### config.mk
export PLATFORM = sky130hd
export DESIGN_NAME = regfile_wr_arbiter_flat
export DESIGN_NICKNAME = d
export VERILOG_FILES = /design/src/rtl/regfile_wr_arbiter_if.sv /design/src/rtl/regfile_wr_arbiter.sv /design/src/flat_wrapper.sv
export SDC_FILE = /design/constraint.sdc
export NUM_CORES = 1
export LEC_CHECK = 0
export ABC_AREA = 1
export CAP_MARGIN = 0
export CORE_MARGIN = 4
export CORE_UTILIZATION = 37
export DETAILED_ROUTE_END_ITERATION = 8
export GPL_ROUTABILITY_DRIVEN = 0
export PLACE_DENSITY_LB_ADDON = 0.25
export REMOVE_ABC_BUFFERS = 1
export SLEW_MARGIN = 20
export SYNTH_ARGS = -nofsm -noshare
export SYNTH_HDL_FRONTEND = slang
export SYNTH_SLANG_ARGS = --single-unit
### constraint.sdc
create_clock -name clk -period 1.15 [get_ports clk]
set_input_delay 0.23 -clock clk [delete_from_list [all_inputs] [get_ports clk]]
set_output_delay 0.23 -clock clk [all_outputs]
set_load 0.03 [all_outputs]
### src/rtl/regfile_wr_arbiter_if.sv
// Request/acknowledge and register-file write bundle shared by requesters A and B
// and the round-robin write-port arbiter.
interface regfile_wr_arbiter_if;
    logic       a_req;
    logic [1:0] a_reg;
    logic [2:0] a_data;
    logic       a_ack;
    logic       a_err;
    logic       b_req;
    logic [1:0] b_reg;
    logic [2:0] b_data;
    logic       b_ack;
    logic       b_err;
    logic       wr_en;
    logic [1:0] wr_reg;
    logic [2:0] wr_data;
    logic       busy;
    logic       last_grant;

    modport master (
        output a_req, a_reg, a_data, b_req, b_reg, b_data,
        input  a_ack, a_err, b_ack, b_err, wr_en, wr_reg, wr_data, busy, last_grant
    );

    modport slave (
        input  a_req, a_reg, a_data, b_req, b_reg, b_data,
        output a_ack, a_err, b_ack, b_err, wr_en, wr_reg, wr_data, busy, last_grant
    );
endinterface

### src/rtl/regfile_wr_arbiter.sv
// Round-robin arbiter sharing one register-file write port between requesters A and B,
// with a fixed turnaround gap after each service so the negedge write can settle.
module regfile_wr_arbiter #(
    parameter int NUM_REGS    = 3,
    parameter int COOL_CYCLES = 1
) (
    input logic                  clk,
    input logic                  rst,
    regfile_wr_arbiter_if.slave  bus
);

    typedef enum logic [1:0] {
        IDLE  = 2'd0,
        WRITE = 2'd1,
        COOL  = 2'd2
    } state_t;

    localparam logic [1:0] COOL_LOAD = (COOL_CYCLES > 0) ? 2'(COOL_CYCLES - 1) : 2'd0;

    function automatic logic in_range(input logic [1:0] idx);
        return (int'({30'd0, idx}) < NUM_REGS);
    endfunction

    state_t     state_r;
    logic [1:0] cool_cnt_r;
    logic       a_ack_r;
    logic       a_err_r;
    logic       b_ack_r;
    logic       b_err_r;
    logic       wr_en_r;
    logic [1:0] wr_reg_r;
    logic [2:0] wr_data_r;
    logic       busy_r;
    logic       last_grant_r;

    logic       any_req_s;
    logic       pick_b_s;
    logic [1:0] sel_reg_s;
    logic [2:0] sel_data_s;
    logic       sel_ok_s;

    // Winner selection: on a tie, the requester that was not served last wins.
    always_comb begin
        any_req_s = bus.a_req | bus.b_req;
        if (bus.a_req && bus.b_req) begin
            pick_b_s = ~last_grant_r;
        end else begin
            pick_b_s = bus.b_req;
        end
        if (pick_b_s) begin
            sel_reg_s  = bus.b_reg;
            sel_data_s = bus.b_data;
        end else begin
            sel_reg_s  = bus.a_reg;
            sel_data_s = bus.a_data;
        end
        sel_ok_s = in_range(sel_reg_s);
    end

    // Arbiter FSM; all outputs registered, strobes launched at the capture edge.
    always_ff @(posedge clk) begin
        if (rst) begin
            state_r      <= IDLE;
            cool_cnt_r   <= 2'd0;
            a_ack_r      <= 1'b0;
            a_err_r      <= 1'b0;
            b_ack_r      <= 1'b0;
            b_err_r      <= 1'b0;
            wr_en_r      <= 1'b0;
            wr_reg_r     <= 2'd0;
            wr_data_r    <= 3'd0;
            busy_r       <= 1'b0;
            last_grant_r <= 1'b1;
        end else begin
            a_ack_r <= 1'b0;
            a_err_r <= 1'b0;
            b_ack_r <= 1'b0;
            b_err_r <= 1'b0;
            wr_en_r <= 1'b0;
            case (state_r)
                IDLE: begin
                    if (any_req_s) begin
                        state_r      <= WRITE;
                        busy_r       <= 1'b1;
                        last_grant_r <= pick_b_s;
                        a_ack_r      <= ~pick_b_s;
                        b_ack_r      <= pick_b_s;
                        a_err_r      <= ~pick_b_s & ~sel_ok_s;
                        b_err_r      <= pick_b_s & ~sel_ok_s;
                        wr_en_r      <= sel_ok_s;
                        // Out-of-range writes leave the last good index/data on the port.
                        if (sel_ok_s) begin
                            wr_reg_r  <= sel_reg_s;
                            wr_data_r <= sel_data_s;
                        end else begin
                            wr_reg_r  <= wr_reg_r;
                            wr_data_r <= wr_data_r;
                        end
                    end else begin
                        state_r <= IDLE;
                        busy_r  <= 1'b0;
                    end
                end
                WRITE: begin
                    if (COOL_CYCLES > 0) begin
                        state_r    <= COOL;
                        cool_cnt_r <= COOL_LOAD;
                    end else begin
                        state_r <= IDLE;
                        busy_r  <= 1'b0;
                    end
                end
                COOL: begin
                    if (cool_cnt_r == 2'd0) begin
                        state_r <= IDLE;
                        busy_r  <= 1'b0;
                    end else begin
                        cool_cnt_r <= cool_cnt_r - 2'd1;
                    end
                end
                default: begin
                    state_r    <= IDLE;
                    cool_cnt_r <= 2'd0;
                    busy_r     <= 1'b0;
                end
            endcase
        end
    end

    assign bus.a_ack      = a_ack_r;
    assign bus.a_err      = a_err_r;
    assign bus.b_ack      = b_ack_r;
    assign bus.b_err      = b_err_r;
    assign bus.wr_en      = wr_en_r;
    assign bus.wr_reg     = wr_reg_r;
    assign bus.wr_data    = wr_data_r;
    assign bus.busy       = busy_r;
    assign bus.last_grant = last_grant_r;

endmodule

### src/flat_wrapper.sv
// flat-port wrapper written by rule: the top's interface ports become plain ports
module regfile_wr_arbiter_flat 
#(
    parameter int NUM_REGS    = 3,
    parameter int COOL_CYCLES = 1
)
  (clk, rst, bus_a_req, bus_a_reg, bus_a_data, bus_b_req, bus_b_reg, bus_b_data, bus_a_ack, bus_a_err, bus_b_ack, bus_b_err, bus_wr_en, bus_wr_reg, bus_wr_data, bus_busy, bus_last_grant);
  regfile_wr_arbiter_if bus_i ();
  input logic clk;
  input logic rst;
  input wire logic [$bits(bus_i.a_req)-1:0] bus_a_req;
  input wire logic [$bits(bus_i.a_reg)-1:0] bus_a_reg;
  input wire logic [$bits(bus_i.a_data)-1:0] bus_a_data;
  input wire logic [$bits(bus_i.b_req)-1:0] bus_b_req;
  input wire logic [$bits(bus_i.b_reg)-1:0] bus_b_reg;
  input wire logic [$bits(bus_i.b_data)-1:0] bus_b_data;
  output wire logic [$bits(bus_i.a_ack)-1:0] bus_a_ack;
  output wire logic [$bits(bus_i.a_err)-1:0] bus_a_err;
  output wire logic [$bits(bus_i.b_ack)-1:0] bus_b_ack;
  output wire logic [$bits(bus_i.b_err)-1:0] bus_b_err;
  output wire logic [$bits(bus_i.wr_en)-1:0] bus_wr_en;
  output wire logic [$bits(bus_i.wr_reg)-1:0] bus_wr_reg;
  output wire logic [$bits(bus_i.wr_data)-1:0] bus_wr_data;
  output wire logic [$bits(bus_i.busy)-1:0] bus_busy;
  output wire logic [$bits(bus_i.last_grant)-1:0] bus_last_grant;
  assign bus_i.a_req = bus_a_req;
  assign bus_i.a_reg = bus_a_reg;
  assign bus_i.a_data = bus_a_data;
  assign bus_i.b_req = bus_b_req;
  assign bus_i.b_reg = bus_b_reg;
  assign bus_i.b_data = bus_b_data;
  assign bus_a_ack = bus_i.a_ack;
  assign bus_a_err = bus_i.a_err;
  assign bus_b_ack = bus_i.b_ack;
  assign bus_b_err = bus_i.b_err;
  assign bus_wr_en = bus_i.wr_en;
  assign bus_wr_reg = bus_i.wr_reg;
  assign bus_wr_data = bus_i.wr_data;
  assign bus_busy = bus_i.busy;
  assign bus_last_grant = bus_i.last_grant;
  regfile_wr_arbiter #(.NUM_REGS(NUM_REGS), .COOL_CYCLES(COOL_CYCLES)) u_core (.clk(clk), .rst(rst), .bus(bus_i));
endmodule
Word-level counts from Yosys, hierarchy flattened

Index checks and enable logic that the tools add are counted.
Widths: inputs -> output; s select.

Output and inout port bits: 12
Bits in registers: 16
RAM bits: 0
Latch bits: 0
Memories kept: 0
Memory bits (read-only): 0
Input port bits: 14

Reduce and logical (&&, ||, !) cells: 8
$mul: 0
Div/mod/pow operators: 0
Bitwise gates (word level): 9
Mux-type cells: 11
Shift operators: 0
Eq/ne operators: 4
Magnitude comparators: 1
Add/subtract/negate cells: 1

Operators with widths:

| kind                | count |
|---|---|
| $mux 2              | 3 |
| $not 1->1           | 6 |
| $pmux 2 s3          | 1 |
| $reduce_and 2->1    | 3 |
| $logic_not 2->1     | 2 |
| $mux 1              | 4 |
| $pmux 2 s2          | 1 |
| $mux 3              | 1 |
| $pmux 1 s3          | 1 |
| $reduce_and 3->1    | 1 |
| $reduce_or 3->1     | 1 |
| $and 1x1->1         | 2 |
| $eq 2x1->1 const B  | 1 |
| $eq 2x2->1 const B  | 1 |
| $lt 2x2->1 const B  | 1 |
| $ne 2x1->1 const B  | 1 |
| $ne 2x2->1 const B  | 1 |
| $sub 2x1->2 const B | 1 |
| $logic_and 1x1->1   | 1 |
| $or 1x1->1          | 1 |

Logic depth before layout (Yosys ltp)

Word-level depth: 6
Mapped depth: 8
Depth with buffers taken out: 8

Least setup slack after synthesis

No wires, ideal clock.

Path type: register to register
Start: register u_core.last_grant_r (netlist: u_core.bus.last_grant)
End: register u_core.wr_data_r[0] (netlist: u_core.bus.wr_data[0])
Library setup time: 0.113 ns
Period minus slack after synthesis: 1.308 ns
Buffers on the path: 0
Cell stages (with the launch flop): 8
Arrival time: 1.195 ns
Slack: -0.158 ns
Cells stage by stage: dfxtp_1 -> nand2_1 -> nand3_1 -> nand2_1 -> nand2_1 -> nand2_2 -> nor2_1 -> nor2_1

Cells in the longest elaborated chain, start to end: 5
Elaborated cells between the ends (all ways): 6

Ends and longest elaborated chain:

| item                       | line                     | source |
|---|---|---|
| start: declaration         | regfile_wr_arbiter.sv:34 | `logic last_grant_r;` |
| start signal: assignment   | regfile_wr_arbiter.sv:85 | `last_grant_r <= pick_b_s;` |
| $not 1->1 (*)              | regfile_wr_arbiter.sv:46 | `pick_b_s = ~last_grant_r;` |
| $mux 1 (*)                 | regfile_wr_arbiter.sv:45 | `if (bus.a_req && bus.b_req) begin` |
| $mux 2                     | regfile_wr_arbiter.sv:50 | `if (pick_b_s) begin` |
| $lt 2x2->1                 | regfile_wr_arbiter.sv:21 | `return (int'({30'd0, idx}) < NUM_REGS);` |
| $reduce_and 3->1 (no line) | --                       |  |
| end signal: assignment     | regfile_wr_arbiter.sv:94 | `wr_data_r <= sel_data_s;` |
| end signal: assignment     | regfile_wr_arbiter.sv:97 | `wr_data_r <= wr_data_r;` |
| end: declaration           | regfile_wr_arbiter.sv:32 | `logic [2:0] wr_data_r;` |

Every way passes the cells marked *; elsewhere a longest branch is shown, timed or not.
A chain may end at the register's enable or synchronous reset.

Worst setup path in the final report

Start: register u_core.last_grant_r (netlist: u_core.bus.last_grant)
End: output port bus_last_grant

RTL lines:

| item             | line               | source |
|---|---|---|
| end: declaration | flat_wrapper.sv:25 | `output wire logic [$bits(bus_i.last_grant)-1:0] bus_last_grant;` |

No word-level cell between the ends.

==> out/results.ini <==
[grt]
grt_pass1_vias=665
grt_max_degree=9
antenna_found_initial=0
grt_overflow=0
grtUsageTotal=0.1364
grt_first_pass_wirelength_mm=2.622

[logic_synthesis]
syn_avg_cell_area_um2=7.848
synth_most_common_cell=nand2_1
yosysUniqueCellTypes=16
yosysTopAreaCellShare=0.4638
synth_cells=88
synth_fa_ha_area_frac=0.01812
synthXorXnorAreaFrac=0
synth-seq-cells=16
yosys.area_share.simple=0.3931
synth_compound_area_frac=0.05435
synthFlopType=dfxtp_1
synthArstFlopShare=0
synth_area_um2=690.7
synth_warnings=0
seq_area_frac_synth=0.4638
synth_mux_area_frac=0
synth_edf_count=0
synth_area_leaders=dfxtp_1 46%, nand2_1 12%, inv_1 7.1%, nand3_4 5.1%, nor2_1 4.9%
synth_top_family_by_area=simple AND/OR/NAND/NOR gates
synth_top_cell_by_area=dfxtp_1
synth_common_cells=22 x nand2_1, 16 x dfxtp_1, 13 x inv_1

[floorplanning]
row_count=15
core-area_um2=1745
boundaryPins=26
die_x_um=51.21
dieHeight_um=51.21
start_util=0.3957
dieArea_um2=2622

[route]
dr_wl_met2_um=833
wl_per_cell_um=10.90
drtAntennaViolNets=0
drt_iter0_markers=5
wl_met3_um=91
wirelength_mm=1.613
first_pass_iters=4
routedLengthMet1_um=648
via_per_inst=4.311
top_layer=met4
drc=0
vias=638

[setup_path]
criticalPathCategory=reg -> out
setup.worst_path.start_class=flop
cp_max_fo=2
end_kind=primary output
critPathRequiredTime_ns=0.92
worst_ep_arrival_time_ns=0.89

[cells_and_area]
largest_register_ffs=3
nNetsFinal=140
post-route-cell-area_um2=1135
drive_above_1_share=0.4634
area_growth_pct=64.31
fin_util=0.6502
layout.cells.non_filler=148
diodes=0

[clock_tree]
clk_pin_slew_worst_paths_ns=0.08
cts_inserted_buffers=3
worstSkewPairLatency_ns=0.29
htree_levels=1
cts_root_buf=clkbuf_4
hold_buffers=0
cts_tree=yes
clockBufferDepth=2
cts.sinks=16

[timing]
finalCritPeriodShare=0.9723
slew_viol_final=0
finalSetupViolCount=0
hold_violations=0
max_slew.worst_pin.slew_ns=0.2924
max_slew_margin=0.8051
hold_slack_ns=0.4494
clock_skew_ns=0.002516
rsz0062_at_grt=yes
min_period_ns=1.118
fmax_mhz=894.4

[pwr]
power.total_uw=1352
power_density_nw_per_um2=1191
irDropWorstVdd_mv=0.6484
power_leakage_uw=0.0005240

[worst_hold_path]
hp-class=reg -> reg

[place]
dpl-instance-area_um2=979.7
dp_hpwl_mm=1.209
dp.cells=143
port_buffers=25

[status]
status=finished, final reports clean

[flow_run]
cap_violations=0

==> worst paths after layout <==
check	endpoint	depth (start not counted)	from	slack [ns]
min	u_core.bus.busy$_SDFFE_PP0P_	2	u_core.bus.busy$_SDFFE_PP0P_	0.45
max reg2reg	u_core.bus.wr_data[1]$_SDFFE_PP0P_	8	u_core.bus.last_grant$_SDFFE_PP1P_	0.05
max	bus_last_grant	2	u_core.bus.last_grant$_SDFFE_PP1P_	0.03
min reg2reg	u_core.bus.busy$_SDFFE_PP0P_	2	u_core.bus.busy$_SDFFE_PP0P_	0.45
==> kinds of logic (layout without fill, tap and decap cells) <==
logic type      Yosys count  in the layout
simple gates             51             51
flops                    16             16
buf+inv                  13             48
compound gates            7              7
fa+ha+maj                 1              1
==> timing repair <==
action,CTS,global route
endpoints found under the hold margin,0,0
pin swaps,2,11
buffers inserted,1,1
resized for setup,14,26
setup endpoints to repair,8,10
==> layout make-up <==
type / count / area (um2)
multi-input combinational: 59 / 421.7
tap: 25 / 31.28
inverter: 13 / 53.80
timing repair buffer: 32 / 274.0
fill: 148 / 610.6
clock buffer: 3 / 22.52
sequential: 16 / 331.6
==> per-stage QoR <==
| step | setup TNS, ns | worst slack, ns |
|---|---|---|
| final | 0 | 0.03191 |
| after detailed placement | -4.012 | -0.3845 |
| after global routing | -0.05102 | -0.02191 |
| after CTS | -0.005646 | -0.005646 |
| after global placement | -3.679 | -0.3728 |
| after floorplan | -0.6756 | -0.1576 |
==> metal layers <==
metal | vias up | track usage
li1 | 345 | -
met1 | 268 | 0.1480
met2 | 20 | 0.2382
met3 | 5 | 0.03207
met4 | 0 | 0.08072
met5 | - | 0
==> power breakdown <==
group	internal (uW)	total (uW)	switching [uW]
clock	122	286	164
sequential	600	629	28.8
combinational	186	438	251
total	908	1350	444
==> layout by cell type, fill, tap and decap left out <==
cell / Yosys / routed
nor2_8: 1 / 1
nor2_4: 0 / 1
a21oi_1: 5 / 3
dfxtp_1: 16 / 11
nand3_2: 0 / 4
nor2_1: 9 / 7
nand2_1: 22 / 18
dlygate4sd2_1: 0 / 2
inv_1: 13 / 8
inv_2: 0 / 3
ha_4: 0 / 1
nor3_1: 3 / 3
nor2_2: 2 / 3
nand2_4: 1 / 6
a21oi_2: 0 / 1
a211oi_2: 0 / 1
or2_4: 0 / 1
buf_6: 0 / 1
a21oi_4: 0 / 1
nand3_1: 6 / 2
o21ai_0: 1 / 1
inv_4: 0 / 2
nand2_2: 4 / 3
clkbuf_4: 0 / 3
dfxtp_2: 0 / 3
clkdlybuf4s50_1: 0 / 11
nand3_4: 2 / 2
buf_4: 0 / 18
dfxtp_4: 0 / 2
==> worst max-delay path, stage by stage, from the launching register on <==
cell	delay, ns
dfxtp_2	0.34
buf_4	0.13
buf_6	0.13
Note: power is estimated with default switching activity, not from simulation.
==> edit, RTL diff (config.mk and constraints unchanged) <==
Reset style: asynchronous (`rst`), changed in one clocked block.
--- a/src/rtl/regfile_wr_arbiter.sv
+++ b/src/rtl/regfile_wr_arbiter.sv
@@ -59,5 +59,5 @@
 
     // Arbiter FSM; all outputs registered, strobes launched at the capture edge.
-    always_ff @(posedge clk) begin
+    always_ff @(posedge clk or posedge rst) begin
         if (rst) begin
             state_r      <= IDLE;
Formal check against the unedited RTL: differs if rst is asserted again (counterexample within 4 cycles, from zero or initial values and one cycle with rst high); with rst held inactive, the same outputs for 10 cycles.
==> edit against the original RTL <==
The run now ends with negative setup slack left. Sequential cell count unchanged. Core utilization up 6.4 points. Routed wire length up 20%. Critical path depth unchanged. Worst setup slack worse by 0.19 ns. Cell area up 8.7%. Area after synthesis down 2.2%. Non-clock buffer count up 6. Largest cell class is now sequential cells. Highest routed layer unchanged.
Power is not compared: it rests on default switching activity, and its combinational part moved more than twofold at a synthesized area within 25%.
==> edit: results (changes against the original RTL) <==
status=complete, but fails checks; failing checks=negative setup slack; clk slew on worst S/H paths=0.10 ns (+0.02 ns); layout cells sized above 1=47.1% (+0.77 points); Antenna Cells=0 (unchanged); Post-synth top cells=nand2_1, dfrtp_1, nand3_1, nor2_1, inv_1; critical path's largest stage delay=0.56 ns (+0.22 ns); largest net degree at the start of global routing=17 (+8); sequential cell area fraction in the yosys report=59.4% (+13 points); max reg flops=3 (unchanged); global-route wire length before repair=2.58 mm (-1.6%); Synth area leader=dfrtp_1; CP max stage cell=dfstp_2; initial DRC count=6 (+1); gr usage total=14.0% (+0.36 points); asr flop ratio synth=100% (+100 points); Tightest Pin Transition=0.326 ns (+0.0337 ns); Layout Nets=137 (-2.1%); Setup Viol. Count Final=9 (+9); setup slack, reg-to-reg=-0.14 ns (-0.19 ns); Unique masters post-synth=12 (-4); Area contributors post-synth=dfrtp_1, nand2_1, nand3_1, nor2_1, dfstp_2; post-DP HPWL=1.21 mm (-0.27%); Clock Tree Buf Depth=2 (unchanged); Routed WL per cell=13.3 um (+22%); number of vias per cell=4.85 (+12%); crit path DAT=1.08 ns (+0.19 ns); vias in the first global route=638 (-4.1%); antenna violations before repair=0 (unchanged); Setup Skew=0.000969 ns (-0.00155 ns); Worst Hold Class=input port to asynchronous set/reset pin; final worst slack=-0.156 ns (-0.188 ns)
## edit: layout make-up
class / count / area, um^2
Fill cell: 132 / 493
Sequential cell: 16 / 402
Multi-Input combinational cell: 55 / 395
Timing Repair Buffer: 38 / 334
Clock buffer: 4 / 36.3
Inverter: 8 / 35.0
Tap cell: 25 / 31.3
## edit: cell families (layout without fill, tap and decap cells)
| family | Yosys count | in the layout | share of synthesized area, % |
|---|---|---|---|
| and+or+nand+nor | 50 | 50 | 31.1 |
| adders and majority gates | 1 | 1 | 1.85 |
| AOI/OAI and AO/OA | 4 | 4 | 3.15 |
| DFF | 16 | 16 | 59.4 |
| buffers and inverters | 8 | 50 | 4.44 |
## edit: power groups by stage
stage               combinational [mW]  sequential, mW  clock [mW]
finish                            1.68           0.881       0.391
global route                      1.78           0.896       0.418
CTS                               1.41           0.868       0.393
detailed placement                1.29           0.873           0
global placement                  1.28           0.871           0
floorplan                        0.382            1.20           0
## edit: metrics by stage
stage	setup TNS [ns]	worst slack (ns)	cells	cell area, um^2	hold WS [ns]
final	-0.897	-0.156	146	1230	0.231
after global routing	-1.55	-0.206	146	1230	0.239
after CTS	-0.695	-0.142	145	1110	0.234
after detailed placement	-3.38	-0.381	139	1000	0.476
after global placement	-3.45	-0.399	139	1000	0.459
after floorplan	-1.31	-0.203	79	676	0.143
## edit: what timing repair did
item	CTS	global route
buffers inserted	2	1
gates cloned	0	0
setup endpoints to repair	10	15
resized for setup	18	29
pin swaps	3	7
## edit: worst paths after layout
path,startpoint,end,cells after the start
setup / recovery,u_core.bus.last_grant$_DFFE_PP1N_,bus_last_grant,2
hold / removal,rst,u_core.bus.wr_reg[1]$_DFFE_PP0P_,3
setup reg to reg,u_core.bus.last_grant$_DFFE_PP1N_,u_core.bus.wr_data[1]$_DFFE_PP0P_,7
hold reg to reg,u_core.bus.busy$_DFFE_PP0P_,u_core.bus.busy$_DFFE_PP0P_,2
max in group asynchronous,rst,u_core.bus.last_grant$_DFFE_PP1N_,3
min in group clk,bus_a_req,u_core.bus.a_err$_DFF_PP0_,5
## edit: worst max-delay path: cells and delay by family (launching register included)
family,cells,cell delay (ns)
DFF,1,0.56
buffers and inverters,2,0.22
## edit: metal layers
layer / global-route usage (%) / share of wire [%] / routed length [um]
met4: 10.8 / 3.7 / 72
met2: 23.9 / 53 / 1030
met1: 15.6 / 38 / 743
met5: 0 / 0 / 0
met3: 1.78 / 4.6 / 89
